`src/rtl/mips_ctrl_pkg.sv`:
```
// mips_ctrl_pkg: opcodes, state encodings, select constants and control word for the multi-cycle MIPS sequencer
package mips_ctrl_pkg;

    localparam logic [5:0] OP_R    = 6'd0;
    localparam logic [5:0] OP_LW   = 6'd35;
    localparam logic [5:0] OP_SW   = 6'd43;
    localparam logic [5:0] OP_BEQ  = 6'd4;
    localparam logic [5:0] OP_ADDI = 6'd8;
    localparam logic [5:0] OP_J    = 6'd2;

    typedef enum logic [3:0] {
        S_FETCH  = 4'd0,
        S_DECODE = 4'd1,
        S_MEMADR = 4'd2,
        S_MEMRD  = 4'd3,
        S_MEMWB  = 4'd4,
        S_MEMWR  = 4'd5,
        S_EXEC   = 4'd6,
        S_RWB    = 4'd7,
        S_BRANCH = 4'd8,
        S_ADDIEX = 4'd9,
        S_ADDIWB = 4'd10,
        S_JUMP   = 4'd11
    } state_t;

    localparam logic [1:0] SRCB_B      = 2'd0;
    localparam logic [1:0] SRCB_FOUR   = 2'd1;
    localparam logic [1:0] SRCB_IMM    = 2'd2;
    localparam logic [1:0] SRCB_IMM_SH = 2'd3;

    localparam logic [1:0] ALUOP_ADD   = 2'd0;
    localparam logic [1:0] ALUOP_SUB   = 2'd1;
    localparam logic [1:0] ALUOP_FUNCT = 2'd2;

    localparam logic [1:0] PCSRC_ALU    = 2'd0;
    localparam logic [1:0] PCSRC_ALUOUT = 2'd1;
    localparam logic [1:0] PCSRC_JUMP   = 2'd2;

    typedef struct packed {
        logic       pc_write;
        logic       pc_write_cond;
        logic       ior_d;
        logic       mem_read;
        logic       mem_write;
        logic       ir_write;
        logic       mem_to_reg;
        logic       reg_dst;
        logic       reg_write;
        logic       alu_src_a;
        logic [1:0] alu_src_b;
        logic [1:0] alu_op;
        logic [1:0] pc_source;
        logic       illegal;
    } ctrl_t;

    function automatic logic is_legal(input logic [5:0] op);
        return op == OP_R || op == OP_LW || op == OP_SW || op == OP_BEQ || op == OP_ADDI || op == OP_J;
    endfunction

endpackage

```
`src/rtl/mips_ctrl_decode.sv`:
```
// mips_ctrl_decode: state -> datapath control word, with FETCH handshake gating and reset blanking
module mips_ctrl_decode
    import mips_ctrl_pkg::*;
(
    input  state_t     i_state,
    input  logic [5:0] i_opcode,
    input  logic       i_mem_ready,
    input  logic       i_rst,
    output ctrl_t      o_ctrl
);

    ctrl_t w_ctrl;

    always_comb begin
        w_ctrl = '0;
        case (i_state)
            S_FETCH: begin
                w_ctrl.mem_read  = 1'b1;
                w_ctrl.alu_src_b = SRCB_FOUR;
                w_ctrl.ir_write  = i_mem_ready;
                w_ctrl.pc_write  = i_mem_ready;
            end
            S_DECODE: begin
                w_ctrl.alu_src_b = SRCB_IMM_SH;
                w_ctrl.illegal   = !is_legal(i_opcode);
            end
            S_MEMADR, S_ADDIEX: begin
                w_ctrl.alu_src_a = 1'b1;
                w_ctrl.alu_src_b = SRCB_IMM;
            end
            S_MEMRD: begin
                w_ctrl.mem_read = 1'b1;
                w_ctrl.ior_d    = 1'b1;
            end
            S_MEMWR: begin
                w_ctrl.mem_write = 1'b1;
                w_ctrl.ior_d     = 1'b1;
            end
            S_MEMWB: begin
                w_ctrl.reg_write  = 1'b1;
                w_ctrl.mem_to_reg = 1'b1;
            end
            S_EXEC: begin
                w_ctrl.alu_src_a = 1'b1;
                w_ctrl.alu_op    = ALUOP_FUNCT;
            end
            S_RWB: begin
                w_ctrl.reg_write = 1'b1;
                w_ctrl.reg_dst   = 1'b1;
            end
            S_BRANCH: begin
                w_ctrl.alu_src_a     = 1'b1;
                w_ctrl.alu_op        = ALUOP_SUB;
                w_ctrl.pc_write_cond = 1'b1;
                w_ctrl.pc_source     = PCSRC_ALUOUT;
            end
            S_ADDIWB: w_ctrl.reg_write = 1'b1;
            S_JUMP: begin
                w_ctrl.pc_write  = 1'b1;
                w_ctrl.pc_source = PCSRC_JUMP;
            end
            default: ;
        endcase
    end

    // Everything is blanked during reset so no strobe reaches the datapath mid-reset
    assign o_ctrl = i_rst ? '0 : w_ctrl;

endmodule

```
`src/rtl/multicycle_ctrl.sv`:
```
// multicycle_ctrl: Moore sequencer for the single-bus multi-cycle MIPS datapath
// with a MemReady wait handshake and a retired-instruction counter.
module multicycle_ctrl
    import mips_ctrl_pkg::*;
#(
    parameter int CNT_W = 32
) (
    input  logic             CLK,
    input  logic             RESET,
    input  logic [5:0]       opcode,
    input  logic             Zero,
    input  logic             MemReady,
    output logic             PCWrite,
    output logic             PCWriteCond,
    output logic             IorD,
    output logic             MemRead,
    output logic             MemWrite,
    output logic             IRWrite,
    output logic             MemtoReg,
    output logic             RegDst,
    output logic             RegWrite,
    output logic             ALUSrcA,
    output logic [1:0]       ALUSrcB,
    output logic [1:0]       ALUOp,
    output logic [1:0]       PCSource,
    output logic             Illegal,
    output logic [3:0]       state_dbg,
    output logic [CNT_W-1:0] instr_cnt
);

    state_t            r_state;
    state_t            w_next;
    logic [CNT_W-1:0]  r_cnt;
    logic              w_retire;
    ctrl_t             w_ctrl;
    logic              w_unused_zero;

    // Zero is consumed by the datapath's PCWriteCond gate, not by the sequencer
    assign w_unused_zero = Zero;

    always_ff @(posedge CLK) begin
        if (RESET) r_state <= S_FETCH;
        else       r_state <= w_next;
    end

    always_comb begin
        w_next = S_FETCH;
        case (r_state)
            S_FETCH:  w_next = MemReady ? S_DECODE : S_FETCH;
            S_DECODE: w_next = (opcode == OP_LW || opcode == OP_SW) ? S_MEMADR :
                               opcode == OP_R    ? S_EXEC   :
                               opcode == OP_BEQ  ? S_BRANCH :
                               opcode == OP_ADDI ? S_ADDIEX :
                               opcode == OP_J    ? S_JUMP   : S_FETCH;
            S_MEMADR: w_next = opcode == OP_LW ? S_MEMRD : S_MEMWR;
            S_MEMRD:  w_next = MemReady ? S_MEMWB : S_MEMRD;
            S_MEMWR:  w_next = MemReady ? S_FETCH : S_MEMWR;
            S_EXEC:   w_next = S_RWB;
            S_ADDIEX: w_next = S_ADDIWB;
            default:  w_next = S_FETCH;
        endcase
    end

    mips_ctrl_decode u_decode (
        .i_state     (r_state),
        .i_opcode    (opcode),
        .i_mem_ready (MemReady),
        .i_rst       (RESET),
        .o_ctrl      (w_ctrl)
    );

    assign w_retire = r_state == S_MEMWB || (r_state == S_MEMWR && MemReady) || r_state == S_RWB ||
                      r_state == S_BRANCH || r_state == S_ADDIWB || r_state == S_JUMP;

    always_ff @(posedge CLK) begin
        if (RESET)         r_cnt <= '0;
        else if (w_retire) r_cnt <= r_cnt + 1'b1;
    end

    assign PCWrite     = w_ctrl.pc_write;
    assign PCWriteCond = w_ctrl.pc_write_cond;
    assign IorD        = w_ctrl.ior_d;
    assign MemRead     = w_ctrl.mem_read;
    assign MemWrite    = w_ctrl.mem_write;
    assign IRWrite     = w_ctrl.ir_write;
    assign MemtoReg    = w_ctrl.mem_to_reg;
    assign RegDst      = w_ctrl.reg_dst;
    assign RegWrite    = w_ctrl.reg_write;
    assign ALUSrcA     = w_ctrl.alu_src_a;
    assign ALUSrcB     = w_ctrl.alu_src_b;
    assign ALUOp       = w_ctrl.alu_op;
    assign PCSource    = w_ctrl.pc_source;
    assign Illegal     = w_ctrl.illegal;
    assign state_dbg   = r_state;
    assign instr_cnt   = r_cnt;

endmodule

```
`config.mk`:
```
export PLATFORM = sky130hd
export DESIGN_NAME = multicycle_ctrl
export DESIGN_NICKNAME = d
export VERILOG_FILES = /design/src/rtl/mips_ctrl_pkg.sv /design/src/rtl/mips_ctrl_decode.sv /design/src/rtl/multicycle_ctrl.sv
export SDC_FILE = /design/constraint.sdc
export NUM_CORES = 1
export LEC_CHECK = 0
export CORE_MARGIN = 2
export CORE_UTILIZATION = 30
export DETAILED_ROUTE_END_ITERATION = 10
export GPL_TIMING_DRIVEN = 0
export HOLD_SLACK_MARGIN = 0.12
export PLACE_DENSITY_LB_ADDON = 0.25
export SYNTH_ARGS = -nofsm -noshare
export SYNTH_HDL_FRONTEND = slang
export SYNTH_SLANG_ARGS = --single-unit
```
`constraint.sdc`:
```
create_clock -name CLK -period 2.8 [get_ports CLK]
set_input_delay 0.56 -clock CLK [delete_from_list [all_inputs] [get_ports CLK]]
set_output_delay 0.56 -clock CLK [all_outputs]
set_load 0.05 [all_outputs]
```
## Word level (Yosys, flattened, before mapping)

Index checks and enable logic that the tools add are counted.

- Input bits: 10
- Latch bits: 0
- RAM bits: 0
- ROM bits: 0
- Memories kept: 0
- Register bits after elaboration: 36

- Add/sub/neg operators: 1
- Muxes and demuxes: 25
- Shift operators: 0
- $lt $le $gt $ge: 0
- Bitwise gates (word level): 0
- Reduce and logical (&&, ||, !) cells: 20
- Equal/unequal tests: 16
- Multiply operators: 0
- Div/mod/pow operators: 0

Operator list:

| cell | count |
|---|---|
| adder 32 x 1 -> 32 bit (second input constant) | 1 |
| one-hot mux 4 bit (7 select lines) | 1 |
| two-way mux 4 bit | 5 |
| two-way mux 17 bit | 1 |
| equality test 4 x 3 -> 1 bit (second input constant) | 4 |
| equality test 4 bit (second input constant) | 4 |
| equality test 6 bit (second input constant) | 2 |
| logical OR 1 bit | 11 |
| two-way mux 1 bit | 11 |
| two-way mux 3 bit | 3 |
| equality test 4 x 2 -> 1 bit (second input constant) | 2 |
| one-hot mux 2 bit (2 select lines) | 2 |
| equality test 6 x 2 -> 1 bit (second input constant) | 1 |
| equality test 6 x 3 -> 1 bit (second input constant) | 1 |
| equality test 6 x 4 -> 1 bit (second input constant) | 1 |
| zero test 6 bit | 1 |
| one-hot mux 2 bit (3 select lines) | 1 |
| OR reduction 2 bit | 3 |
| equality test 4 x 1 -> 1 bit (second input constant) | 1 |
| zero test 4 bit | 1 |
| OR reduction 4 bit | 1 |
| OR reduction 3 bit | 1 |
| one-hot mux 1 bit (2 select lines) | 1 |
| logical AND 1 bit | 1 |
| zero test 1 bit | 1 |

## Logic depth before layout (Yosys ltp)

- Depth in word-level cells: 9
- Mapped depth: 8
- Depth with buffers taken out: 6

## By module

Synthesis repeated with hierarchy kept, for this count alone.

- Cells, all modules: 274
- Area, all modules: 2158.3 um^2

Modules (own cells, without submodules):

| module | sequential area each (um^2) | instances | cells each | area each (um^2) |
|---|---|---|---|---|
| multicycle_ctrl | 720.7 | 1 | 238 | 1923.1 |
| mips_ctrl_decode | 0.0 | 1 | 36 | 235.2 |

## Worst setup path before layout

OpenSTA, ideal clock, no wires.

- Path type: reg-to-output
- Start: register r_state[3] (netlist: state_dbg[3])
- End: output Illegal
- Arrival: 3.090 ns
- Slack: -0.850 ns
- Cell stages (with the launch flop): 4
- Cells stage by stage: dfxtp_1 > clkbuf_1 > nor4_1 > and4_1

- Word-level cells in the longest chain between the ends: 3

RTL lines:

| what | RTL line | source |
|---|---|---|
| start, declared | multicycle_ctrl.sv:31 | `state_t r_state;` |
| start signal, assigned | multicycle_ctrl.sv:43 | `else r_state <= w_next;` |
| equality test 4 x 1 -> 1 bit | mips_ctrl_decode.sv:16 | `case (i_state)` |
| two-way mux 1 bit | mips_ctrl_decode.sv:16 |  |
| two-way mux 17 bit | mips_ctrl_decode.sv:67 | `assign o_ctrl = i_rst ? '0 : w_ctrl;` |
| end, declared | multicycle_ctrl.sv:26 | `output logic Illegal,` |

No other way between the ends.

## Worst setup path after layout

- Start: register r_state[2] (netlist: state_dbg[2])
- End: output MemRead

- Word-level cells in the longest chain between the ends: 4
- Elaborated cells on any way between the ends: 5

RTL lines:

| what | RTL line | source |
|---|---|---|
| equality test 4 x 2 -> 1 bit / zero test 4 bit (equally long branches) | mips_ctrl_decode.sv:16 |  |
| OR reduction 2 bit (no line) * | - |  |
| two-way mux 1 bit * | mips_ctrl_decode.sv:16 |  |
| two-way mux 17 bit * | mips_ctrl_decode.sv:67 |  |
| end, declared | multicycle_ctrl.sv:16 | `output logic MemRead,` |

Every way passes the cells marked *; elsewhere a longest branch is shown, timed or not.

==> reports/metrics.cfg <==
[outcome]
status=complete, no violations

[worst_setup_path]
slowest_stage=clkdlybuf4s50_1
cpPeakStageDelay_ps=800
crit_fanout=10
start_kind=flip-flop
worstPathCellList=clkbuf_2 > nor3_1 > and3_1 > clkdlybuf4s50_1
cp.arrival_ps=2130
critPathKind=flip-flop to output port
critPathCaptureType=output port
worstPathRequired_ps=2240

[synth]
yosysSeqAreaShare_pct=34.2
synth_top_family_by_area=simple AND/OR/NAND/NOR gates
muxShareOfSynthArea_pct=1.01
synthTopCellsByArea=dfxtp_1 34%, nor2_1 6.2%, xnor2_1 6.2%
synth_cell_types=51
synth-seq-cells=36
synth-compound-area-share_pct=15.9
synth_edf_count=0
synth_nets=282
synth_largest_area_cell=dfxtp_1
yosys_warnings=0
synthSimpleGateAreaFrac_pct=36.3
async_flop_share_pct=0
synth_top_area_share_pct=34.2
synth-adder-area-share_pct=0.594
synthesis.instances=271
synth.most_common_cell=dfxtp_1
synth_area_um2=2110
synthTopCellsByCount=36 x dfxtp_1, 35 x nor2_1, 20 x a21oi_1, 19 x nand2_1, 18 x o21ai_0
syn_avg_cell_area_um2=7.77
ys.flop_type=dfxtp_1
synth_xor_area_share_pct=7.90

[pwr]
p_per_area_nw_per_um2=341
swShare_pct=25.3
clkPwrFrac_pct=38.2
internal_power_mw=0.751
ir_drop_uv=222
p_sw_mw=0.255
seqPwrFrac_pct=51.3
power_frac_comb_pct=10.5
power_leakage_nw=1.02

[clock_network]
cts_hold_buffers=0
clockBufferDepth=2
htreeDepth=2
cts_root_buf=clkbuf_8
cts_tree=done
numCtsBuffers=5
cts.sink_count=36
cts.clk_slew.worst_paths_ps=70
insertion_delay_ps=290
postCtsSetupRepairBufs=0

[timing]
rsz0062_at_grt=false
fin_crit_sh_pct=96.0
slew_viol_final=0
clock.fmax_ghz=0.372
setup_ws_ps=112
finalHoldViolCount=0
relSlewSlack_pct=37.8
fin_crit_ps=2690
fin_skew_ps=6.26
fin_hold_ws_ps=498
worstMarginPinSlew_ps=931
finalSetupViolations=0

[final_layout]
drive_gt1_share_pct=8.85
diodes=0
area_growth_pct=40.0
final_nets=349
stdcell_area_um2=2950

[route]
avgRoutedWirePerCell_um=13.4
drt-vias-per-instance=5.11
wl_met3_um=242
vias=2224
m1WireLength_um=2890
first_pass_iters=4
highest_layer=met4
dr.first_iter.drc_count=100
route.detailed.drc=0
ant_nets=0
finalWirelength_um=5850
routed-wl-met2_um=2620

[global_route]
grt_pass1_wl_um=9510
track_usage_pct=15.5
grt_max_degree=11
grt_pass1_vias=2034
antenna_found_initial=0
grt-ovfl-total=0

[floorplan]
rows=30
initial_utilization_pct=31.0
fp.dieH_um=87.8
coreArea_um2=6790
io_pins=63
dieWidth_um=87.8
die_area_um2=7710

[placed_design]
hpwl_um=4370
io_buffer_count=60
place_ws_ps=-451
place_congestion=0.842
placed_area_um2=2860

[min_path]
hold_class=flip-flop to flip-flop

[flow_run]
cap_violations=0

==> cell usage in the layout, fill, tap and decap left out, drive strengths merged, types with 2 or more instances in the layout <==
cell           count
dlygate4sd2        9
and4               3
o21ai             18
a2111oi            2
nor2b              4
and2               2
clkdlybuf4s50     45
nor3               8
nand3             11
inv                5
nor4              10
a21oi             20
or3               12
xor2               4
or2                2
dfxtp             36
buf                4
dlymetal6s2s       4
clkbuf            20
nor2              35
o31ai              2
nand2b             8
nand2             19
and3               3
nand4             12
nor4b              4
nand3b             3
xnor2             15
==> per-stage QoR <==
| step | power (mW) | cells | TNS, ps | util [%] |
|---|---|---|---|---|
| 2_1_floorplan | 0.594 | 271 | -397 | - |
| 3_3_place_gp | 0.634 | 427 | -1360 | 42.1 |
| 3_5_place_dp | 0.635 | 427 | -1530 | 42.1 |
| 4_1_cts | 1.02 | 435 | 0 | 43.4 |
| 5_1_grt | 1.05 | 435 | 0 | 43.4 |
| 6_report | 1.01 | 435 | 0 | 43.4 |
==> routing by layer <==
| metal | vias to the layer above | track usage (%) |
|---|---|---|
| met1 | 1046 | 20.8 |
| met5 | - | 0 |
| met4 | 0 | 6.43 |
| li1 | 1121 | - |
| met3 | 8 | 4.05 |
| met2 | 49 | 23.6 |
==> power groups by stage <==
stage / combinational [mW] / clock, mW / sequential [mW]
after floorplan: 0.0625 / 0 / 0.532
after global placement: 0.106 / 0 / 0.528
after detailed placement: 0.107 / 0 / 0.528
after CTS: 0.106 / 0.395 / 0.516
after global routing: 0.112 / 0.418 / 0.516
final: 0.105 / 0.384 / 0.516
==> logic make-up after synthesis <==
group | Yosys count
AND/OR/NAND/NOR | 139
AO/OA/AOI/OAI | 55
multiplexers | 2
adder cells (fa/ha/maj) | 1
XOR/XNOR | 19
buffers and inverters | 19
flip-flops | 36
==> state kept, by name (all words and copies together) (netlist names) <==
| name | cells |
|---|---|
| state_dbg | 4 |
| instr_cnt | 32 |
==> final timing paths <==
kind	startpoint	end	slack (ps)	cells after the start
worst max-delay path	state_dbg[2]$_SDFF_PP0_	MemRead	110	4
worst max register to register	state_dbg[2]$_SDFF_PP0_	instr_cnt[31]$_SDFFE_PP0P_	440	5
worst min register to register	instr_cnt[26]$_SDFFE_PP0P_	instr_cnt[26]$_SDFFE_PP0P_	500	2
worst min-delay path	instr_cnt[26]$_SDFFE_PP0P_	instr_cnt[26]$_SDFFE_PP0P_	500	2
==> repair_timing <==
item                       in CTS  in global routing
gates resized for setup        17                 10
setup endpoints to repair      11                  7
cloned                          0                  0
==> layout make-up <==
type                    count  area [um2]
fillers                   707        3840
repair buffers             60         589
clock buffers               8        90.1
multi-input cells         216        1340
inverters                   5        18.8
well taps                  96         120
plain buffers              14        75.1
flip-flops and latches     36         721
==> critical path, delay by kind of cell (launching register included) <==
kind          cells  cell delay [ps]
buf+inv           2             1030
simple gates      2              430
flops             1              390
No activity file was read; power rests on OpenSTA's default activity.
